<file path="src/rtl/load_store_unit.sv">
// Byte-addressed load/store front end for the word-addressed data_mem.
// Sub-word loads are extended here; sub-word stores use read-modify-write.
module load_store_unit #(
    parameter int MEM_ADDR_WIDTH = 10,
    parameter int DATA_WIDTH     = 32
) (
    input  logic                      clk,
    input  logic                      reset,
    input  logic                      i_ReqValid,
    output logic                      o_ReqReady,
    input  logic                      i_ReqWe,
    input  logic [2:0]                i_Funct3,
    input  logic [31:0]               i_Addr,
    input  logic [DATA_WIDTH-1:0]     i_StoreData,
    output logic                      o_RspValid,
    output logic [DATA_WIDTH-1:0]     o_LoadData,
    output logic                      o_Misaligned,
    output logic                      o_Illegal,
    output logic [MEM_ADDR_WIDTH-1:0] o_MemAddr,
    output logic [DATA_WIDTH-1:0]     o_MemDataOut,
    output logic                      o_MemWrEn,
    input  logic [DATA_WIDTH-1:0]     i_MemDataIn
);

    typedef enum logic [2:0] {
        IDLE, LOAD, MERGE, WRITE, RESP
    } state_t;

    state_t state, state_nxt;

    logic [31:0]           addr_q;
    logic                  we_q;
    logic [2:0]            f3_q;
    logic [DATA_WIDTH-1:0] wbuf;
    logic [DATA_WIDTH-1:0] load_q;
    logic                  mis_q;
    logic                  ill_q;

    logic                  accept;
    logic                  req_ill;
    logic                  req_mis;
    logic [7:0]            byte_v;
    logic [15:0]           half_v;
    logic [DATA_WIDTH-1:0] load_val;
    logic [DATA_WIDTH-1:0] merged;
    logic                  unused_bits;

    assign accept = i_ReqValid && (state == IDLE);

    // Only the word-address bits and nothing else of the latched request
    // beyond what the FSM needs are consumed downstream.
    assign unused_bits = ^{addr_q[31:MEM_ADDR_WIDTH+2], we_q};

    // Classify the incoming request; illegal takes precedence over misaligned.
    always_comb begin
        if (i_ReqWe) begin
            req_ill = !(i_Funct3 == 3'b000 ||
                        i_Funct3 == 3'b001 ||
                        i_Funct3 == 3'b010);
        end else begin
            req_ill = (i_Funct3 == 3'b011) ||
                      (i_Funct3[2:1] == 2'b11);
        end
        req_mis = !req_ill &&
                  ((i_Funct3[1:0] == 2'b01 && i_Addr[0]) ||
                   (i_Funct3[1:0] == 2'b10 && i_Addr[1:0] != 2'b00));
    end

    // Lane select and sign/zero extension for loads.
    always_comb begin
        unique case (addr_q[1:0])
            2'd0:    byte_v = i_MemDataIn[7:0];
            2'd1:    byte_v = i_MemDataIn[15:8];
            2'd2:    byte_v = i_MemDataIn[23:16];
            default: byte_v = i_MemDataIn[31:24];
        endcase
        half_v = addr_q[1] ? i_MemDataIn[31:16] : i_MemDataIn[15:0];
        unique case (f3_q)
            3'b000:  load_val = {{24{byte_v[7]}}, byte_v};
            3'b001:  load_val = {{16{half_v[15]}}, half_v};
            3'b100:  load_val = {24'd0, byte_v};
            3'b101:  load_val = {16'd0, half_v};
            default: load_val = i_MemDataIn;
        endcase
    end

    // Overlay the store byte/halfword onto the current memory word.
    always_comb begin
        merged = i_MemDataIn;
        if (f3_q[0]) begin
            if (addr_q[1]) merged[31:16] = wbuf[15:0];
            else           merged[15:0]  = wbuf[15:0];
        end else begin
            merged[{addr_q[1:0], 3'b000} +: 8] = wbuf[7:0];
        end
    end

    // State register.
    always_ff @(posedge clk or negedge reset) begin
        if (!reset) state <= IDLE;
        else        state <= state_nxt;
    end

    // Next-state logic; the route is decided from the request at accept.
    always_comb begin
        state_nxt = state;
        unique case (state)
            IDLE: begin
                if (accept) begin
                    if (req_ill || req_mis)     state_nxt = RESP;
                    else if (!i_ReqWe)          state_nxt = LOAD;
                    else if (i_Funct3 == 3'b010) state_nxt = WRITE;
                    else                        state_nxt = MERGE;
                end
            end
            LOAD:    state_nxt = RESP;
            MERGE:   state_nxt = WRITE;
            WRITE:   state_nxt = RESP;
            default: state_nxt = IDLE;
        endcase
    end

    // Request latches, write buffer and registered load result.
    always_ff @(posedge clk or negedge reset) begin
        if (!reset) begin
            addr_q <= '0;
            we_q   <= 1'b0;
            f3_q   <= '0;
            wbuf   <= '0;
            load_q <= '0;
            mis_q  <= 1'b0;
            ill_q  <= 1'b0;
        end else begin
            if (accept) begin
                addr_q <= i_Addr;
                we_q   <= i_ReqWe;
                f3_q   <= i_Funct3;
                wbuf   <= i_StoreData;
                load_q <= '0;
                mis_q  <= req_mis;
                ill_q  <= req_ill;
            end
            if (state == LOAD)  load_q <= load_val;
            if (state == MERGE) wbuf   <= merged;
        end
    end

    // Outputs decoded from the current state.
    always_comb begin
        o_ReqReady   = (state == IDLE);
        o_RspValid   = (state == RESP);
        o_MemWrEn    = (state == WRITE);
        o_MemDataOut = (state == WRITE) ? wbuf : '0;
        o_Misaligned = (state == RESP) && mis_q;
        o_Illegal    = (state == RESP) && ill_q;
        o_LoadData   = load_q;
        o_MemAddr    = addr_q[MEM_ADDR_WIDTH+1:2];
    end

endmodule

</file>
<file path="config.mk">
export PLATFORM = sky130hd
export DESIGN_NAME = load_store_unit
export DESIGN_NICKNAME = d
export VERILOG_FILES = /design/src/rtl/load_store_unit.sv
export SDC_FILE = /design/constraint.sdc
export NUM_CORES = 1
export LEC_CHECK = 0
export CORE_MARGIN = 3
export CORE_UTILIZATION = 45
export DETAILED_ROUTE_END_ITERATION = 8
export PLACE_DENSITY = 0.81
export SLEW_MARGIN = 20
export SYNTH_ARGS = -nofsm -noshare
export SYNTH_HDL_FRONTEND = slang
export SYNTH_SLANG_ARGS = --single-unit
</file>
<file path="constraint.sdc">
create_clock -name clk -period 2.7 [get_ports clk]
set_clock_uncertainty 0.05 [all_clocks]
set_input_delay 0.81 -clock clk [delete_from_list [all_inputs] [get_ports clk]]
set_output_delay 0.81 -clock clk [all_outputs]
set_load 0.03 [all_outputs]
</file>
-- Word level (Yosys, flattened, before mapping)
Index checks and enable logic that the tools add are counted.
- register bits after elaboration: 84
- bits of input ports: 103
- $add $sub $neg: 1
- equality and inequality tests: 17
- shifts and indexed selects: 2
- muxes and demuxes: 18
- reduce and logical (&&, ||, !) cells: 22
- operators with widths (operator ; count):
    32-bit two-way mux ; 6
    32-bit one-hot mux with 4 select lines ; 1
    16-bit two-way mux ; 3
    32-bit bitwise mux ; 1
    8-bit by 7-bit variable shift with 32-bit output, first input constant ; 1
    8-bit by 7-bit indexed part select with 32-bit output ; 1
    8-bit one-hot mux with 3 select lines ; 1
    3-bit by 2-bit == test with 1-bit output, second input constant ; 4
    3-bit by 1-bit == test with 1-bit output, second input constant ; 3
    3-bit == test, second input constant ; 3
    3-bit zero test ; 3
    3-bit one-hot mux with 3 select lines ; 1
    5-bit negator with 7-bit output ; 1
    2-bit == test, second input constant ; 3
    1-bit logical AND ; 6
    3-bit two-way mux ; 2
    2-bit nonzero test ; 3
    1-bit logical OR ; 5
    2-bit by 1-bit == test with 1-bit output, second input constant ; 2
    3-bit != test, second input constant ; 1
    1-bit zero test ; 2
    2-bit zero test ; 1
    1-bit two-way mux ; 2
    2-bit two-way mux ; 1
    other kinds (3) ; 3

-- Depth between registers and ports, before layout
- word-level depth: 11
- depth in mapped cells: 10

-- Least setup slack after synthesis
OpenSTA, ideal clock, no wires.
- kind: register to output
- start point: reg state[0]
- end point: out o_Illegal
- arrival time: 1.718 ns
- required time: 1.840 ns
- path slack: 0.122 ns
- cell stages (with the launch flop): 4
- path buffers: 1
- path through: dfrtp_1 -> buf_2 -> nor3b_1 -> and2_1
- cells in the longest elaborated chain, start to end: 2
- ends and longest elaborated chain (item ; RTL line ; text):
    from (decl) ; 29 ; state_t state, state_nxt;
    from (signal assigned) ; 101 ; else state <= state_nxt;
    3-bit == test ; n/a ;
    named net o_RspValid ; 15 ; output logic o_RspValid,
    1-bit logical AND ; 155 ; o_Illegal = (state == RESP) && ill_q;
    to (decl) ; 18 ; output logic o_Illegal,
The timed path passes the listed nets, and every way through them passes these cells.

-- Worst setup path after layout
- start point: reg state[0]
- end point: out o_RspValid
- cells in the longest elaborated chain, start to end: 1
- ends and longest elaborated chain (item ; RTL line ; text):
    3-bit == test ; 151 ; o_RspValid = (state == RESP);
    to (decl) ; 15 ;
Every way passes these cells.

==> out/results.tsv <==
metric	value	unit
status	finished clean	
I/O pin cnt	182	
Seq/Total Area, Yosys	42.3	%
total CTS buffers	9	
FF-to-FF Start	addr_q[1]	
final core occ	65.6	%
grt met3 use	4.31	%
wire per inst	20.5	µm
P_leak	3.15	nW
vias in the first global route	4670	
Multi-input gate area	2550	µm²
vias	4830	
CTS sink cnt	84	
list of most frequent post-synthesis cells	84 x dfrtp_1, 76 x nand2_1, 36 x and2_1	
WP data required	1.84	ns
die span in x	111	µm
first-pass GRT wire length	26200	µm
1st-pass router iterations	5	
Fill cells	876	
Post-synth EDFFs	0	
hpwl dp	12200	µm
main flop type after synthesis	dfrtp_1	
yosys warns	0	
leading area contributor after synthesis	dfrtp_1	
crit start category	flip-flop	
CTS clk-pin slew, worst paths	0.10	ns
Ant. Diodes	0	
r2r worst-path depth	6	
Mapped Cells	512	
global route hottest layer	met2	
antenna violations before repair	0	
Final Wtd Congestion	0.969	
relative slew slack	47.6	%
Max Clock Freq	383	MHz
Yosys cell types	45	
Layout area overhead	39.2	%
Die Height	111	µm
max cap viols	0	
GR Layer Usage met1	36.7	%
CP Class	flip-flop to primary output	
Worst Tran Pin Value	0.775	ns
min cycle time layout	2.61	ns
Async S/R FF share, synth	100	%
full die area	12300	µm²
Pwr Total	7.58	mW
Root Buffer	clkbuf_8	
initial DRC count	431	
Worst-Skew Late Latency	0.37	ns
Synth Area per Inst	9.71	µm²
Post-route DRC	0	
# rows	37	
period utilization	96.6	%
GR Util met2	41.8	%
most frequent cell after synthesis	dfrtp_1	
worst path arrival time	1.75	ns
Post-Syn Nets	621	
Setup crit end kind	primary output	
largest net degree at the start of global routing	44	
Hold Violations, Final	0	
Peak VDD IR	0.662	mV
setup repair after global routing missed its margin	false	
P per Cell Area	1090	nW/µm²
Nets	775	
clk buf depth	2	
core area	10600	µm²
synthesized cell area	4970	µm²
pins over their slew limit	0	
#FFs+latches synth	84	
vias per std cell	5.99	
GRT Resource Usage Total	26.4	%
grt total ovfl	0	
final wirelength	16500	µm
setup violators final	0	
R2R Setup Slk	0.27	ns
DRT antenna net count	0	
Max Fanout on Critical Path	3	
register area	2100	µm²
port buffer count	161	
Reg-to-Reg End	wbuf[15]	
top cell type's share of synthesized area	42.3	%
clock tree from TritonCTS	yes	
layout cells sized above 1	16.8	%
CTS H-tree lvls	3	
Starting Density	47.1	%
hold crit path type	input pin to async pin	
synth top area cells	dfrtp_1 42%, a221o_1 6.6%, nand2_1 5.7%, a221oi_1 5.5%, and2_1 4.5%	
Worst Setup SP	state[0]	
CTS hold repair buffers	0	
-- what timing repair did --
item | 4_1_cts | 5_1_grt
setup buffers | 0 | 1
pin swaps | 0 | 1
resized for setup | 4 | 1
endpoints found under the setup margin | 4 | 31
-- per-layer routing --
metal	part of all wire (%)	wire, µm
met5	0	0
met2	46	7580
met4	3.3	550
met3	7.8	1290
met1	43	7090
-- through the flow --
| step | setup slack (ns) | setup TNS [ns] | instances | instance area [µm²] | hold slack, ns |
|---|---|---|---|---|---|
| 2_1_floorplan | 0.122 | 0 | 512 | 4970 | 0.388 |
| 3_3_place_gp | -0.279 | -6.41 | 790 | 6700 | 0.409 |
| 3_5_place_dp | -0.281 | -7.29 | 790 | 6700 | 0.411 |
| 4_1_cts | 0.0737 | 0 | 806 | 6890 | 0.394 |
| 5_1_grt | 0.0171 | 0 | 807 | 6920 | 0.415 |
| 6_report | 0.0921 | 0 | 807 | 6920 | 0.379 |
-- cell type report --
| class | instances | area share [%] |
|---|---|---|
| Sequential cell | 84 | 30.4 |
| Multi-Input combinational cell | 359 | 36.9 |
| Timing Repair Buffer | 198 | 26.8 |
| Inverter | 14 | 0.759 |
| Tap cell | 136 | 2.46 |
| Clock inverter | 7 | 0.958 |
| Clock buffer | 9 | 1.79 |
-- where the power goes --
part	switching, mW	internal (mW)	total, mW
Clock	0.533	0.360	0.893
Sequential	0.477	1.84	2.31
Combinational	2.47	1.91	4.37
-- how the worst max path moves through the flow --
| stage | to | slack, ns |
|---|---|---|
| 4_1_cts | o_LoadData[21] | 0.07 |
| 6_report | o_RspValid | 0.09 |
| 3_5_place_dp | o_LoadData[20] | -0.28 |
| 2_1_floorplan | o_Illegal | 0.12 |
| 3_3_place_gp | o_LoadData[16] | -0.28 |
| 5_1_grt | o_RspValid | 0.02 |
-- layout by cell type (no fill, tap or decap), types with 12 or more instances in the layout --
cell type        synthesis  final
a22oi_1                 22     22
nand2_1                 76     76
nor2_1                  19     18
o21ai_0                 13     12
and2_1                  36     36
a211oi_1                17     17
inv_1                   14     14
clkdlybuf4s50_1          0    124
a221o_1                 33     33
dfrtp_1                 84     84
o21ai_1                 15     15
buf_4                   10     66
a221oi_1                31     31
mux2i_1                 16     16
-- state kept, by name (all words and copies together), names as in the netlist --
| name | cells |
|---|---|
| addr_q | 12 |
| wbuf | 32 |
| state | 3 |
| mis_q | 1 |
| o_LoadData | 32 |
| ill_q | 1 |
| f3_q | 3 |
-- cells by family after synthesis --
family | Yosys count | synth area share, %
AND/OR/NAND/NOR | 150 | 14.9
AO/OA/AOI/OAI | 171 | 27.2
multiplexers | 32 | 7.45
adder cells (fa/ha/maj) | 6 | 1.51
flip-flops | 84 | 42.3
buffers and inverters | 69 | 6.72
-- worst max-delay path, cell delays in order, from the launching register on --
cell	delay (ns)
dfrtp_1	0.40
nor3b_2	0.26
clkdlybuf4s50_1	0.72
No activity file was read; power rests on OpenSTA's default activity.
